## src/rtl/intr_responder.sv

```systemverilog
// rtl/intr_responder.sv - sticky error-interrupt consumer: capture cause+timestamp, pulse clear, queue events
module intr_responder #(
  parameter int CAUSE_W = 2,
  parameter int DEPTH   = 4,
  parameter int TS_W    = 16
) (
  input  logic               clk,
  input  logic               rst,
  input  logic               enable_i,
  input  logic               irq_in,
  input  logic [CAUSE_W-1:0] cause_in,
  output logic               intr_clr_o,
  output logic               evt_valid_o,
  input  logic               evt_ready_i,
  output logic [CAUSE_W-1:0] evt_cause_o,
  output logic [TS_W-1:0]    evt_ts_o,
  output logic               overflow_o,
  output logic [7:0]         drop_cnt_o,
  input  logic               ovf_clr_i,
  output logic               busy_o
);

  localparam int AW = $clog2(DEPTH);
  localparam int EW = CAUSE_W + TS_W;

  typedef enum logic [1:0] {IDLE, CLEAR, SETTLE} state_t;

  state_t          state;
  logic [TS_W-1:0] ts;
  logic [EW-1:0]   mem [DEPTH];
  logic [AW:0]     wptr;
  logic [AW:0]     rptr;

  logic            capture;
  logic            full;
  logic            pop;
  logic            push_ok;
  logic            drop;
  logic [AW:0]     wptr_nxt;
  logic [AW:0]     rptr_nxt;
  logic [EW-1:0]   head_nxt;

  assign capture     = (state == IDLE) && enable_i && irq_in;
  assign evt_valid_o = (wptr != rptr);
  assign full        = (wptr[AW] != rptr[AW]) && (wptr[AW-1:0] == rptr[AW-1:0]);
  assign pop         = evt_valid_o && evt_ready_i;
  // A full FIFO still accepts when the head leaves in the same cycle.
  assign push_ok     = capture && (!full || pop);
  assign drop        = capture && !push_ok;
  assign wptr_nxt    = wptr + {{AW{1'b0}}, push_ok};
  assign rptr_nxt    = rptr + {{AW{1'b0}}, pop};

  // Head register: bypass the incoming entry when it becomes the head, hold when empty.
  always_comb begin
    head_nxt = {evt_cause_o, evt_ts_o};
    if (wptr_nxt != rptr_nxt) begin
      if (push_ok && (rptr_nxt == wptr)) begin
        head_nxt = {cause_in, ts};
      end else begin
        head_nxt = mem[rptr_nxt[AW-1:0]];
      end
    end
  end

  always_ff @(posedge clk) begin
    if (push_ok) begin
      mem[wptr[AW-1:0]] <= {cause_in, ts};
    end
  end

  always_ff @(posedge clk) begin
    if (rst) begin
      state       <= IDLE;
      intr_clr_o  <= 1'b0;
      busy_o      <= 1'b0;
      ts          <= '0;
      wptr        <= '0;
      rptr        <= '0;
      evt_cause_o <= '0;
      evt_ts_o    <= '0;
      overflow_o  <= 1'b0;
      drop_cnt_o  <= 8'd0;
    end else begin
      ts <= ts + TS_W'(1);

      case (state)
        IDLE: begin
          if (capture) begin
            state      <= CLEAR;
            intr_clr_o <= 1'b1;
            busy_o     <= 1'b1;
          end
        end
        CLEAR: begin
          state      <= SETTLE;
          intr_clr_o <= 1'b0;
        end
        SETTLE: begin
          state  <= IDLE;
          busy_o <= 1'b0;
        end
        default: begin
          state      <= IDLE;
          intr_clr_o <= 1'b0;
          busy_o     <= 1'b0;
        end
      endcase

      wptr                    <= wptr_nxt;
      rptr                    <= rptr_nxt;
      {evt_cause_o, evt_ts_o} <= head_nxt;

      // A drop coinciding with a clear request restarts the count at one.
      if (drop) begin
        overflow_o <= 1'b1;
        if (ovf_clr_i) begin
          drop_cnt_o <= 8'd1;
        end else if (drop_cnt_o != 8'hFF) begin
          drop_cnt_o <= drop_cnt_o + 8'd1;
        end
      end else if (ovf_clr_i) begin
        overflow_o <= 1'b0;
        drop_cnt_o <= 8'd0;
      end
    end
  end

endmodule
```

## config.mk

```make
export PLATFORM = sky130hd
export DESIGN_NAME = intr_responder
export DESIGN_NICKNAME = d
export VERILOG_FILES = /design/src/rtl/intr_responder.sv
export SDC_FILE = /design/constraint.sdc
export NUM_CORES = 1
export LEC_CHECK = 0
export CAP_MARGIN = 20
export CELL_PAD_IN_SITES_DETAIL_PLACEMENT = 1
export CELL_PAD_IN_SITES_GLOBAL_PLACEMENT = 1
export CORE_ASPECT_RATIO = 0.75
export CORE_MARGIN = 10
export CORE_UTILIZATION = 41
export DETAILED_ROUTE_END_ITERATION = 8
export GPL_ROUTABILITY_DRIVEN = 1
export PLACE_DENSITY = 0.68
export SLEW_MARGIN = 15
export SYNTH_ARGS = -nofsm -noshare
export SYNTH_HDL_FRONTEND = slang
export SYNTH_SLANG_ARGS = --single-unit
export TNS_END_PERCENT = 100
```

## constraint.sdc

```tcl
create_clock -name clk -period 3.8 [get_ports clk]
set_input_delay 0.38 -clock clk [delete_from_list [all_inputs] [get_ports clk]]
set_output_delay 0.38 -clock clk [all_outputs]
set_load 0.02 [all_outputs]
```

==> results of run 1 <==
## per-stage QoR
step / setup WS (ps) / power [µW] / hold slack (ps)
after detailed placement: 452 / 2280 / 476
after floorplan: 621 / 2020 / 436
after CTS: 431 / 3980 / 486
final: 433 / 3950 / 481
after global placement: 562 / 2270 / 456
after global routing: 151 / 4110 / 509
## how the worst max path moves through the flow
stage,depth (start not counted),from,end,slack (ps)
2_1_floorplan,12,wptr[1],evt_cause_o[0],620
3_3_place_gp,10,wptr[0],evt_ts_o[11],560
3_5_place_dp,10,wptr[0],evt_ts_o[5],450
4_1_cts,10,wptr[0],evt_ts_o[5],430
5_1_grt,10,wptr[0],evt_ts_o[5],150
6_report,10,wptr[0],evt_ts_o[5],430
## metal layers
layer | part of all wire [%] | up-vias | track usage (%)
met2 | 48 | 66 | 24.9
met5 | 0 | - | 0
met3 | 5.7 | 17 | 4.35
met1 | 45 | 1819 | 20.6
li1 | - | 1685 | -
met4 | 1.3 | 0 | 5.40
## kinds of logic (layout without fill, tap and decap cells)
| group | count (synthesis) | after routing | share of synthesized area [%] |
|---|---|---|---|
| flip-flops | 125 | 125 | 61.2 |
| AND/OR/NAND/NOR | 123 | 123 | 13.3 |
| AO/OA/AOI/OAI | 77 | 77 | 9.31 |
| buffers and inverters | 29 | 90 | 2.37 |
| XOR/XNOR | 22 | 22 | 3.97 |
| multiplexers | 22 | 22 | 8.45 |
| adder cells (fa/ha/maj) | 6 | 6 | 1.42 |
## state kept, by name, indices dropped and copies added (netlist names)
register / cells
drop_cnt_o: 8
wptr: 3
state: 2
ts: 16
intr_clr_o: 1
evt_cause_o: 2
overflow_o: 1
busy_o: 1
rptr: 3
evt_ts_o: 16
mem: 72
## power groups by stage
| stage | combinational (µW) | clock (µW) | sequential, µW |
|---|---|---|---|
| 6_report | 695 | 1690 | 1560 |
| 5_1_grt | 756 | 1790 | 1560 |
| 4_1_cts | 702 | 1720 | 1560 |
| 3_5_place_dp | 697 | 0 | 1590 |
| 3_3_place_gp | 683 | 0 | 1580 |
| 2_1_floorplan | 399 | 0 | 1620 |
## final cells by class
cell class | instances | area (µm²) | area share, %
clock buffers | 18 | 429 | 6.61
flip-flops and latches | 125 | 3220 | 49.6
inverters | 6 | 22.5 | 0.347
repair buffers | 52 | 483 | 7.44
well taps | 166 | 208 | 3.20
clock inverters | 14 | 186 | 2.87
multi-input cells | 250 | 1940 | 29.9
## worst min-delay path, stage by stage (launching register included)
cell and delay, ps:
sky130_fd_sc_hd__dfxtp_1 310, sky130_fd_sc_hd__nand2b_1 60, sky130_fd_sc_hd__a21oi_1 60
## cell usage in the layout (no fill, tap or decap), types with 12 or more instances in the layout
cell | Yosys | layout
sky130_fd_sc_hd__clkbuf_16 | 0 | 17
sky130_fd_sc_hd__nor2_1 | 22 | 22
sky130_fd_sc_hd__nand3_1 | 26 | 26
sky130_fd_sc_hd__edfxtp_1 | 72 | 72
sky130_fd_sc_hd__buf_4 | 1 | 15
sky130_fd_sc_hd__nand4b_1 | 16 | 16
sky130_fd_sc_hd__o21ai_0 | 22 | 22
sky130_fd_sc_hd__mux4_2 | 18 | 18
sky130_fd_sc_hd__nand2_1 | 14 | 14
sky130_fd_sc_hd__xnor2_1 | 14 | 14
sky130_fd_sc_hd__o31ai_1 | 21 | 21
sky130_fd_sc_hd__or3_1 | 12 | 12
sky130_fd_sc_hd__a31oi_1 | 18 | 18
sky130_fd_sc_hd__clkdlybuf4s50_1 | 0 | 37
sky130_fd_sc_hd__dfxtp_1 | 53 | 53
==> impl.org, run 1 <==
** Floorplanning
- Total die area :: 17800 µm²
- # IOs :: 38
- Row generation in the floorplan step produced 35 rows.
- The die is 151 µm wide.
- Die height :: 118 µm
- Placeable core region :: 12400 µm²
- Initial standard-cell utilization of the core :: 42.4%

** Finish
- Layout net count :: 466
- The finished layout holds 631 standard cells, fillers aside.
- From synthesis to final layout, the design area changed by 23.2%.
- Cells fill 52.2% of the core in the end.
- The filler cells instantiated in the layout total 1257.
- Antenna diode count :: 0
- Proportion of layout cells with a drive suffix above 1 :: 14.8%
- Post-route design area :: 6490 µm²

** Worst setup path
- Walking the worst path, the cells encountered are xor2_1 -> nor2_1 -> nand2_1 -> and2_1 -> ha_1 -> ha_1 -> xor3_2 -> or3_1 -> or3_1 -> a31oi_1.
- Top fanout value on the critical path :: 21
- The worst register-to-register path begins at wptr[0].
- Grouping stages by cell kind, the critical path spends the most delay in simple AND/OR/NAND/NOR gates.
- The number of buffers and inverters on the critical path is 0.
- Worst Setup Path Type :: reg2reg
- Highest-delay cell along the critical path :: sky130_fd_sc_hd__or3_1
- Type of element launching the critical path :: flop
- Data on the critical path arrives at its endpoint at 3710 ps.
- Worst r2r dst :: evt_ts_o[5]
- Endpoint class of the critical path :: flop
- For this run, the slowest stage of the critical path takes 720 ps.
- At the worst endpoint, the required time is 4140 ps.
- In this run the register-to-register setup slack is 430 ps.
- Measured in cells, the most critical reg-to-reg path has a length of 10.

** Route
- Across all layers, the routed design uses 3587 vias.
- The count of nets left with antenna violations once routing finished came out at 0.
- Vias per Instance :: 5.68
- Number of iterations in the first detailed-routing pass :: 4
- For this run, design rule violations remaining after detail routing come to 0.
- Average routed wire per standard cell :: 21.7 µm
- Number of DRC markers in iteration 0 :: 224
- Wires add up to 13700 µm.

** Clocking
- Counting along the longest clock path gives a buffer depth of 2.
- Clock tree root buffer cell :: sky130_fd_sc_hd__clkbuf_16
- Clock-pin slew on the worst setup and hold paths :: 60 ps
- Clk_lat worst skew :: 420 ps
- Number of CTS-inserted buffers :: 17
- TritonCTS built the clock tree.
- CTS Hold Bufs :: 0
- Cells resized by post-CTS repair :: 0
- The clock drives 125 sinks.
- In this run the number of H-tree levels came out at 4.
- In this run the post-CTS setup repair buffer count came out at 0.

** GRT
- Total routing usage reported by global routing :: 15.9%
- The first global-routing pass estimated 22000 µm of wire.
- The initial antenna violation count is 0.
- Summed over all layers, the global routing overflow is 0.
- Pin count of the biggest net entering global routing :: 33
- The via count of the first global-routing pass is 3826.

** Logic synthesis
- Post-synthesis net count :: 418
- After technology mapping, the gate count stands at 404.
- Cells taking the most area after synthesis :: sky130_fd_sc_hd__edfxtp_1, sky130_fd_sc_hd__dfxtp_1, sky130_fd_sc_hd__mux4_2
- Post-synthesis average cell area :: 13.0 µm²
- In this run the biggest area consumer among cell types represents 41.0% of the synthesized area.
- Cell types with the highest counts after synthesis :: sky130_fd_sc_hd__edfxtp_1, sky130_fd_sc_hd__dfxtp_1, sky130_fd_sc_hd__nand3_1
- Yosys instantiated no cell more often than sky130_fd_sc_hd__edfxtp_1.
- Summing every instance area after synthesis gives 5270 µm².
- In this run, synthesis inferred 72 flip-flops with an integrated enable.
- Summed over all instances, the cell type with the most area after synthesis is sky130_fd_sc_hd__edfxtp_1.
- In the synthesized netlist the dominant register cell turns out to be sky130_fd_sc_hd__edfxtp_1.
- Register bit count reported by yosys :: 125
- The Yosys step of the flow raised 0 warnings.
- Counting flops with an async set or reset pin after synthesis yields a share of 0%.
- The number of different library cells used by synthesis comes to 44.
- Sequential elements use 61.2% of the synthesized area.

** Placed design
- Port-buffer cells :: 37
- Placement Cell Area :: 5880 µm²
- GPL Wtd Cong :: 0.836
- In this run, placement finished with an instance count of 599.
- Once detailed placement completed, the half-perimeter wirelength came to 8750 µm.

** Power and ir drop
- Summed over all cells, the static leakage comes to 0.00212 µW.
- Pwr/cell area :: 608 nW/µm²
- Clock power frac :: 43.0%
- In this run the power spent charging and discharging nets is 1110 µW.
- Net switching is 28.2% of the power.
- Share of power burned in registers :: 39.4%
- Internal Dissipation :: 2830 µW
- Comb pwr share :: 17.6%
- VDD sags by at most 338 µV.

** Timing
- Unrepaired setup endpoints after global routing :: false
- Slew @ Worst Pin :: 778 ps
- Final Slew Violations :: 0
- Hold violation total from the final report :: 0
- Across the routed clock network, the largest skew measured is 8.30 ps.
- For this run, the top clock speed supported by timing is 0.297 GHz.
- Summed negative setup slack over all endpoints :: 0 ps
- Final Critical Period :: 3370 ps
- Setup Viol. Count Final :: 0
- The worst pin sits at a relative slew slack of 48.0%.
- Share of the clock period used by the worst path after layout :: 88.6%

** Hold path
- The worst hold path terminates at busy_o.
- The path class of the tightest hold or removal check is reg2reg.
- Cells on Worst Hold Path :: 2
- Hold Startpoint :: busy_o

** Run
- Maximum Capacitance Violations :: 0

** Outcome
- The flow ran to the end, and the final reports show no timing, DRC or antenna violations.
Note: power is estimated with default switching activity, not from simulation.
==> run 2: changes to the inputs <==
Settings changed: CORE_MARGIN 10 to 8.
==> run 2 against run 1 <==
Non-clock buffer count is 1 lower. Critical path depth unchanged. Critical path type unchanged. Maximum frequency is 0.43% higher. Critical endpoint is now evt_ts_o[11]. Largest cell class unchanged. Highest routed layer unchanged. Final cell count grew 0.63%. Count of clock-buffer cells in the layout rose by 2.
==> impl.org, run 2 (synthesis results as in run 1) <==
** Finish
- Proportion of layout cells with a drive suffix above 1 :: 14.9% (was 14.8%)
- The most common cell after layout, fill and taps aside is sky130_fd_sc_hd__edfxtp_1 (unchanged).
- Number of flip-flops in the largest register :: 72 (unchanged)
- Multi-input gate area in the final layout :: 1940 µm² (unchanged)
- Signed area change from the synthesized netlist to the final layout :: 24.7% (was 23.2%)
- Total of fill cells in the finished design :: 1267 (was 1257)
- Commonest cells after routing, fill and taps aside :: sky130_fd_sc_hd__edfxtp_1, sky130_fd_sc_hd__dfxtp_1, sky130_fd_sc_hd__clkdlybuf4s50_1 (unchanged)
- The final cell area excluding filler cells was 6570 µm² (was 6490 µm²).
- Layout net count :: 465 (was 466)
- The number of diodes came to 0 (unchanged).
- The register area is 3220 µm² (unchanged).

** Floorplanning
- The die width came to 147 µm (was 151 µm).
- The top-level I/O count came to 38 (unchanged).
- The floorplan die area came to 16800 µm² (was 17800 µm²).
- Placeable core region :: 12700 µm² (was 12400 µm²)
- Die height :: 114 µm (was 118 µm)
- The starting density of the core was 41.3% (was 42.4%).
- Row Count :: 36 (was 35)

** Placed design
- Placement Cell Area :: 5890 µm² (was 5880 µm²)
- GPL Wtd Cong :: 0.768 (was 0.836)
- The pre-CTS worst setup slack came to 466 ps (was 452 ps).
- The quantity of I/O buffers inserted on ports was 37 (unchanged).
- Post-DP HPWL :: 8400 µm (was 8750 µm)

** Timing
- The hold violation total from the final report is 0 (unchanged).
- Clock skew after layout :: 6.26 ps (was 8.30 ps)
- The final total negative setup slack came to 0 ps (unchanged).
- Final Slew Violations :: 0 (unchanged)
- The final clock period utilization by the worst path came to 88.2% (was 88.6%).
- Unrepaired setup endpoints after global routing: false (unchanged).
- The clock period minus worst slack came to 3350 ps (was 3370 ps).
- The maximum clock frequency was 0.298 GHz (was 0.297 GHz).
- Setup Viol. Count Final :: 0 (unchanged)
- Max transition margin :: 50.1% (was 48.0%)
- Slew @ Worst Pin :: 748 ps (was 778 ps)
- The smallest setup slack after layout came to 447 ps (was 433 ps).

** Route
- Average routed wire per standard cell :: 21.3 µm (was 21.7 µm)
- Antenna Violating Nets Remaining :: 0 (unchanged)
- The detailed router's first-iteration violation count is 165 (was 224).
- Via count :: 3612 (was 3587)
- Vias per Instance :: 5.69 (was 5.68)
- The remaining routing DRC violations came to 0 (unchanged).
- Detailed Route WL :: 13500 µm (was 13700 µm)
- The first-pass detailed-route iteration total is 4 (unchanged).

** GRT
- The total global routing overflow came to 0 (unchanged).
- Global-route wire length before repair :: 21600 µm (was 22000 µm)
- The initial antenna violation count came to 0 (unchanged).
- The global-route total usage across every layer was 16.9% (was 15.9%).
- The via count of the first global-routing pass was 3824 (was 3826).
- The largest net degree at the start of global routing was 33 (unchanged).

** Clocking
- The latest clock arrival within the worst-skew pair was 420 ps (about the same).
- Count of buffers added by post-CTS timing repair for setup :: 0 (unchanged)
- CTS tree :: done (unchanged)
- The clock slew seen by the registers of the worst setup and hold paths was 60 ps (about the same).
- Maximum root-to-sink buffer count :: 2 (unchanged)
- CTS Hold Bufs :: 0 (unchanged)
- Clock tree root buffer cell :: sky130_fd_sc_hd__clkbuf_16 (unchanged)
- Number of CTS-inserted buffers :: 17 (unchanged)
- The post-cts resize count came to 0 (unchanged).
- The CTS H-tree depth is 4 (unchanged).
- The clock sink count came to 125 (unchanged).

** Worst setup path
- Type of element launching the critical path :: flop (unchanged)
- The critical path capture point type is a flop (unchanged).
- The arrival time at the worst endpoint is 3700 ps (was 3710 ps).
- The slowest library cell on the worst path is sky130_fd_sc_hd__or3_1 (unchanged).
- Top fanout value on the critical path :: 21 (unchanged)
- Worst Setup Path Type :: reg2reg (unchanged)
- Ordered cell list for the critical path: xor2_1 -> nor2_1 -> nand2_1 -> and2_1 -> ha_1 -> ha_1 -> xor3_2 -> or3_1 -> or3_1 -> a31oi_1 (unchanged).
- Required @ worst endpoint :: 4140 ps (about the same)
- The largest stage delay on the critical path came to 710 ps (was 720 ps).

** Power and ir drop
- The worst IR drop on VDD came to 346 µV (was 338 µV).
- Pwr/cell area :: 624 nW/µm² (was 608 nW/µm²)
- The leakage dissipation came to 0.00216 µW (was 0.00212 µW).

** Run
- The number of maximum-capacitance violations is 0 (unchanged).

** Hold path
- Classification of the worst-slack hold path :: reg2reg (unchanged)

** Outcome
- Result of the run :: finished, final reports clean (unchanged)
==> run 2: cell types whose count changed in the layout (fill, tap and decap cells not counted) <==
cell                         delta
sky130_fd_sc_hd__clkinvlp_4     -1
sky130_fd_sc_hd__clkbuf_16      +1
sky130_fd_sc_hd__inv_4          +1
sky130_fd_sc_hd__clkinv_4       -1
sky130_fd_sc_hd__buf_4          -2
sky130_fd_sc_hd__clkbuf_8       +2
sky130_fd_sc_hd__inv_6          -1
sky130_fd_sc_hd__buf_12         +1
sky130_fd_sc_hd__clkbuf_1       -1
sky130_fd_sc_hd__bufinv_16      +2
sky130_fd_sc_hd__inv_8          -2
==> run 2: worst paths after layout <==
path	start	endpoint	slack [ps]	cells after the start
worst min-delay path	intr_clr_o	intr_clr_o	480	2
worst min register to register	intr_clr_o	intr_clr_o	480	2
worst max-delay path	wptr[1]	evt_ts_o[11]	450	10
worst max register to register	wptr[1]	evt_ts_o[11]	450	10
==> run 2: critical path: cells and delay by family (launching register included) <==
family	cells	cell delay, ps
flops	1	480
compound gates	1	170
fa+ha+maj	2	340
xor+xnor	2	820
simple gates	5	1450
==> run 2: cell type report <==
| type | instances | share of cell area, % |
|---|---|---|
| Multi-Input combinational cell | 250 | 29.5 |
| Sequential cell | 125 | 49.0 |
| Clock buffer | 20 | 7.27 |
| Timing Repair Buffer | 51 | 7.42 |
| Inverter | 6 | 0.343 |
| Tap cell | 171 | 3.26 |
| Clock inverter | 12 | 3.12 |
==> run 2: per-layer routing <==
| metal | global-route usage (%) | part of all wire, % | wire length, µm | vias up |
|---|---|---|---|---|
| met1 | 20.8 | 46 | 6210 | 1853 |
| met4 | 6.44 | 1.2 | 166 | 0 |
| li1 | - | - | - | 1682 |
| met2 | 28.5 | 49 | 6640 | 61 |
| met5 | 0 | 0 | 0 | - |
| met3 | 4.15 | 3.7 | 496 | 16 |
==> run 2: report_power, final <==
| group | leakage [µW] | internal, µW | switching [µW] |
|---|---|---|---|
| combinational | 0.000720 | 292 | 392 |
| sequential | 0.00110 | 1500 | 63.2 |
| clock | 0.000336 | 1240 | 615 |
==> run 2: through the flow <==
step / total power (µW) / cells / util (%) / hold WS, ps
finish: 4100 / 635 / 51.6 / 478
global route: 4260 / 635 / 51.6 / 509
CTS: 4140 / 635 / 51.6 / 485
detailed placement: 2280 / 603 / 46.2 / 477
global placement: 2260 / 603 / 46.2 / 457
floorplan: 2020 / 404 / - / 436
==> run 3: changes to the inputs <==
Settings changed: DONT_BUFFER_PORTS set to 1, PLACE_DENSITY 0.68 to 0.64.
==> run 3 against run 2 <==
Register-to-register slack lost 160 ps. Die area did not move. Hold slack worse by 430 ps. Final cell count down 5.7%. Routed wire length shrank 1.8%. Via count is 3.8% lower. Critical endpoint is now evt_ts_o[5]. Largest power group is now registers.
==> impl.org, run 3 (synthesis results as in run 1) <==
** Timing
- The hold violation total from the final report came to 0 (unchanged).
- The measured slew at the worst slew-check pin is 745 ps (was 748 ps).
- The final clock period utilization by the worst path was 92.4% (was 88.2%).
- The final total negative setup slack was 0 ps (unchanged).
- The clock skew came to 9.28 ps (was 6.26 ps).
- Highest achievable clock rate :: 0.285 GHz (was 0.298 GHz)
- Unrepaired setup endpoints after global routing :: false (unchanged)
- The final number of setup-violating endpoints was 0 (unchanged).
- Max transition margin :: 50.2% (was 50.1%)
- PnR worst setup slack :: 290 ps (was 447 ps)
- The number of max-slew violations in the final report is 0 (unchanged).
- The clock period minus worst slack came to 3510 ps (was 3350 ps).

** Run
- Maximum Capacitance Violations :: 0 (unchanged)

** Clocking
- Clock tree root buffer cell :: sky130_fd_sc_hd__clkbuf_16 (unchanged)
- H-tree levels :: 4 (unchanged)
- The clock slew seen by the registers of the worst setup and hold paths was 50 ps (was 60 ps).
- Maximum root-to-sink buffer count :: 2 (unchanged)
- Number of sinks on the clock net :: 125 (unchanged)
- CTS tree :: done (unchanged)
- Clk_lat worst skew :: 420 ps (about the same)
- The number of buffers added by the clock tree synthesis step was 17 (unchanged).
- The number of buffers added for setup after CTS was 0 (unchanged).

** Worst setup path
- Crit. path cell count :: 10 (unchanged)
- Endpoint class of the critical path :: flop (unchanged)
- Ordered cell list for the critical path: xor2_1 -> nor2_1 -> nand2_1 -> and2_1 -> ha_1 -> ha_1 -> xor3_2 -> or3_2 -> or3_1 -> a31oi_1 (was xor2_1 -> nor2_1 -> nand2_1 -> and2_1 -> ha_1 -> ha_1 -> xor3_2 -> or3_1 -> or3_1 -> a31oi_1).
- Top fanout value on the critical path :: 21 (unchanged)
- The type of the setup path with the least slack is reg2reg (unchanged).
- Required @ worst endpoint :: 4140 ps (about the same)
- The count of cells along the worst register-to-register path was 10 (unchanged).
- The slowest library cell on the worst path is sky130_fd_sc_hd__or3_2 (was sky130_fd_sc_hd__or3_1).
- In this design, the critical path's most frequently occurring cell is sky130_fd_sc_hd__ha_1.
- Type of element launching the critical path :: flop (unchanged)
- The kind of cell adding the most delay to the critical path is simple AND/OR/NAND/NOR gates (unchanged).
- The largest stage delay on the critical path was 740 ps (was 710 ps).
- Worst path arrival time :: 3850 ps (was 3700 ps)
- The buffering stage count on the worst path with inverters included was 0 (unchanged).

** GRT
- Global-route wire length before repair :: 21700 µm (was 21600 µm)
- The largest net degree at the start of global routing is 34 (was 33).
- Grt total ovfl :: 0 (unchanged)
- GR met2 Demand/Resource :: 27.5% (was 28.5%)
- GR met1 Demand/Resource :: 21.3% (was 20.8%)
- Number of antenna violations at the first check in global routing :: 0 (unchanged)
- The most heavily used metal layer in global routing was met2 (unchanged).
- Total routing usage reported by global routing :: 17.0% (was 16.9%)
- Via count of the first global-routing pass :: 3762 (was 3824)
- Met3 layer usage reported by global route :: 5.57% (was 4.15%)

** Finish
- The total number of nets in the final design came to 429 (was 465).
- The most common cell after layout, fill and taps aside is sky130_fd_sc_hd__edfxtp_1 (unchanged).
- Commonest cells after routing, fill and taps aside: sky130_fd_sc_hd__edfxtp_1, sky130_fd_sc_hd__dfxtp_1, sky130_fd_sc_hd__nand3_1 (was sky130_fd_sc_hd__edfxtp_1, sky130_fd_sc_hd__dfxtp_1, sky130_fd_sc_hd__clkdlybuf4s50_1).
- Antenna diode count :: 0 (unchanged)
- The flip-flop count of the largest register after layout was 72 (unchanged).
- The layout-stage area growth over the synthesis result is 15.5% (was 24.7%).
- The register area was 3220 µm² (unchanged).
- The final cell area excluding filler cells came to 6090 µm² (was 6570 µm²).
- Total of fill cells in the finished design :: 1288 (was 1267)
- Multi-input gate area in the final layout :: 1950 µm² (was 1940 µm²)
- Proportion of layout cells with a drive suffix above 1 :: 16.1% (was 14.9%)

** Floorplanning
- Initial standard-cell utilization of the core :: 41.3% (unchanged)
- Die height :: 114 µm (unchanged)
- Die Span X :: 147 µm (unchanged)
- Row Count :: 36 (unchanged)
- # IOs :: 38 (unchanged)
- The area of the placeable core came to 12700 µm² (unchanged).
- The floorplan die area was 16800 µm² (unchanged).

** Outcome
- Result of the run :: finished, final reports clean (unchanged)

** Power and ir drop
- The power density relative to cell area came to 602 nW/µm² (was 624 nW/µm²).
- Highest ir drop seen on vdd :: 371 µV (was 346 µV)
- The leakage dissipation was 0.00195 µW (was 0.00216 µW).

** Route
- Detailed-route DRC error count :: 0 (unchanged)
- Average routed wire per standard cell :: 22.2 µm (was 21.3 µm)
- The detailed router's first-iteration violation count was 283 (was 165).
- The via count is 3474 (was 3612).
- The final wirelength came to 13300 µm (was 13500 µm).
- Number of iterations in the first detailed-routing pass :: 4 (unchanged)
- The number of routed nets with antenna violations came to 0 (unchanged).
- The via density per instance was 5.80 (was 5.69).

** Placed design
- Port-buffer cells :: 0 (was 37)
- Placement Cell Area :: 5530 µm² (was 5890 µm²)
- Setup slack after placement :: 265 ps (was 466 ps)
- The final estimated routing congestion in global placement came to 0.819 (was 0.768).
- The final HPWL from detailed placement was 8580 µm (was 8400 µm).

** Hold path
- Cells on Worst Hold Path :: 1 (was 2)
- Classification of the worst-slack hold path :: in2reg (was reg2reg)
[run 3: cell types whose count changed in the layout (fill, tap and decap cells not counted), moves of 2 or more]
cell / change
sky130_fd_sc_hd__clkbuf_1: +2
sky130_fd_sc_hd__clkinvlp_4: +4
sky130_fd_sc_hd__bufinv_16: -4
sky130_fd_sc_hd__clkdlybuf4s50_1: -37
sky130_fd_sc_hd__clkbuf_8: -2
[run 3: cell type report]
class	instances	area share [%]
inverters	6	0.370
multi-input cells	250	32.1
clock buffers	19	7.11
flip-flops and latches	125	53.0
repair buffers	15	2.06
well taps	171	3.52
clock inverters	13	1.93
[run 3: worst paths after layout]
| check | from | end | slack, ps |
|---|---|---|---|
| hold reg to reg | state[1] | state[1] | 490 |
| setup reg to reg | wptr[0] | evt_ts_o[5] | 290 |
| setup / recovery | wptr[0] | evt_ts_o[5] | 290 |
| hold / removal | rst | intr_clr_o | 50 |
[run 3: metal layers]
| metal | part of all wire (%) | routed length, µm |
|---|---|---|
| met5 | 0 | 0 |
| met4 | 1.1 | 149 |
| met3 | 6.4 | 849 |
| met2 | 48 | 6330 |
| met1 | 45 | 5940 |
[run 3: worst register-to-register path: stages, from the launching register on]
cell,delay [ps]
sky130_fd_sc_hd__dfxtp_1,490
sky130_fd_sc_hd__xor2_1,410
sky130_fd_sc_hd__nor2_1,80
sky130_fd_sc_hd__nand2_1,210
sky130_fd_sc_hd__and2_1,170
sky130_fd_sc_hd__ha_1,150
sky130_fd_sc_hd__ha_1,190
sky130_fd_sc_hd__xor3_2,440
sky130_fd_sc_hd__or3_2,740
sky130_fd_sc_hd__or3_1,390
sky130_fd_sc_hd__a31oi_1,160
[run 3: repair_timing]
item	CTS	global route
hold buffers	0	0
resized for setup	0	2
endpoints found under the setup margin	0	2
[run 3: per-stage QoR]
stage / hold slack [ps] / total power [µW] / instances / util [%]
finish: 45.8 / 3660 / 599 / 47.7
global route: 21.5 / 3830 / 599 / 47.7
CTS: 18.3 / 3710 / 599 / 47.7
detailed placement: 461 / 2190 / 567 / 43.4
global placement: 459 / 2180 / 567 / 43.4
floorplan: 436 / 2020 / 404 / -
[run 3: power by group]
| group | internal, µW | switching, µW |
|---|---|---|
| sequential | 1500 | 132 |
| clock | 899 | 603 |
| combinational | 217 | 318 |
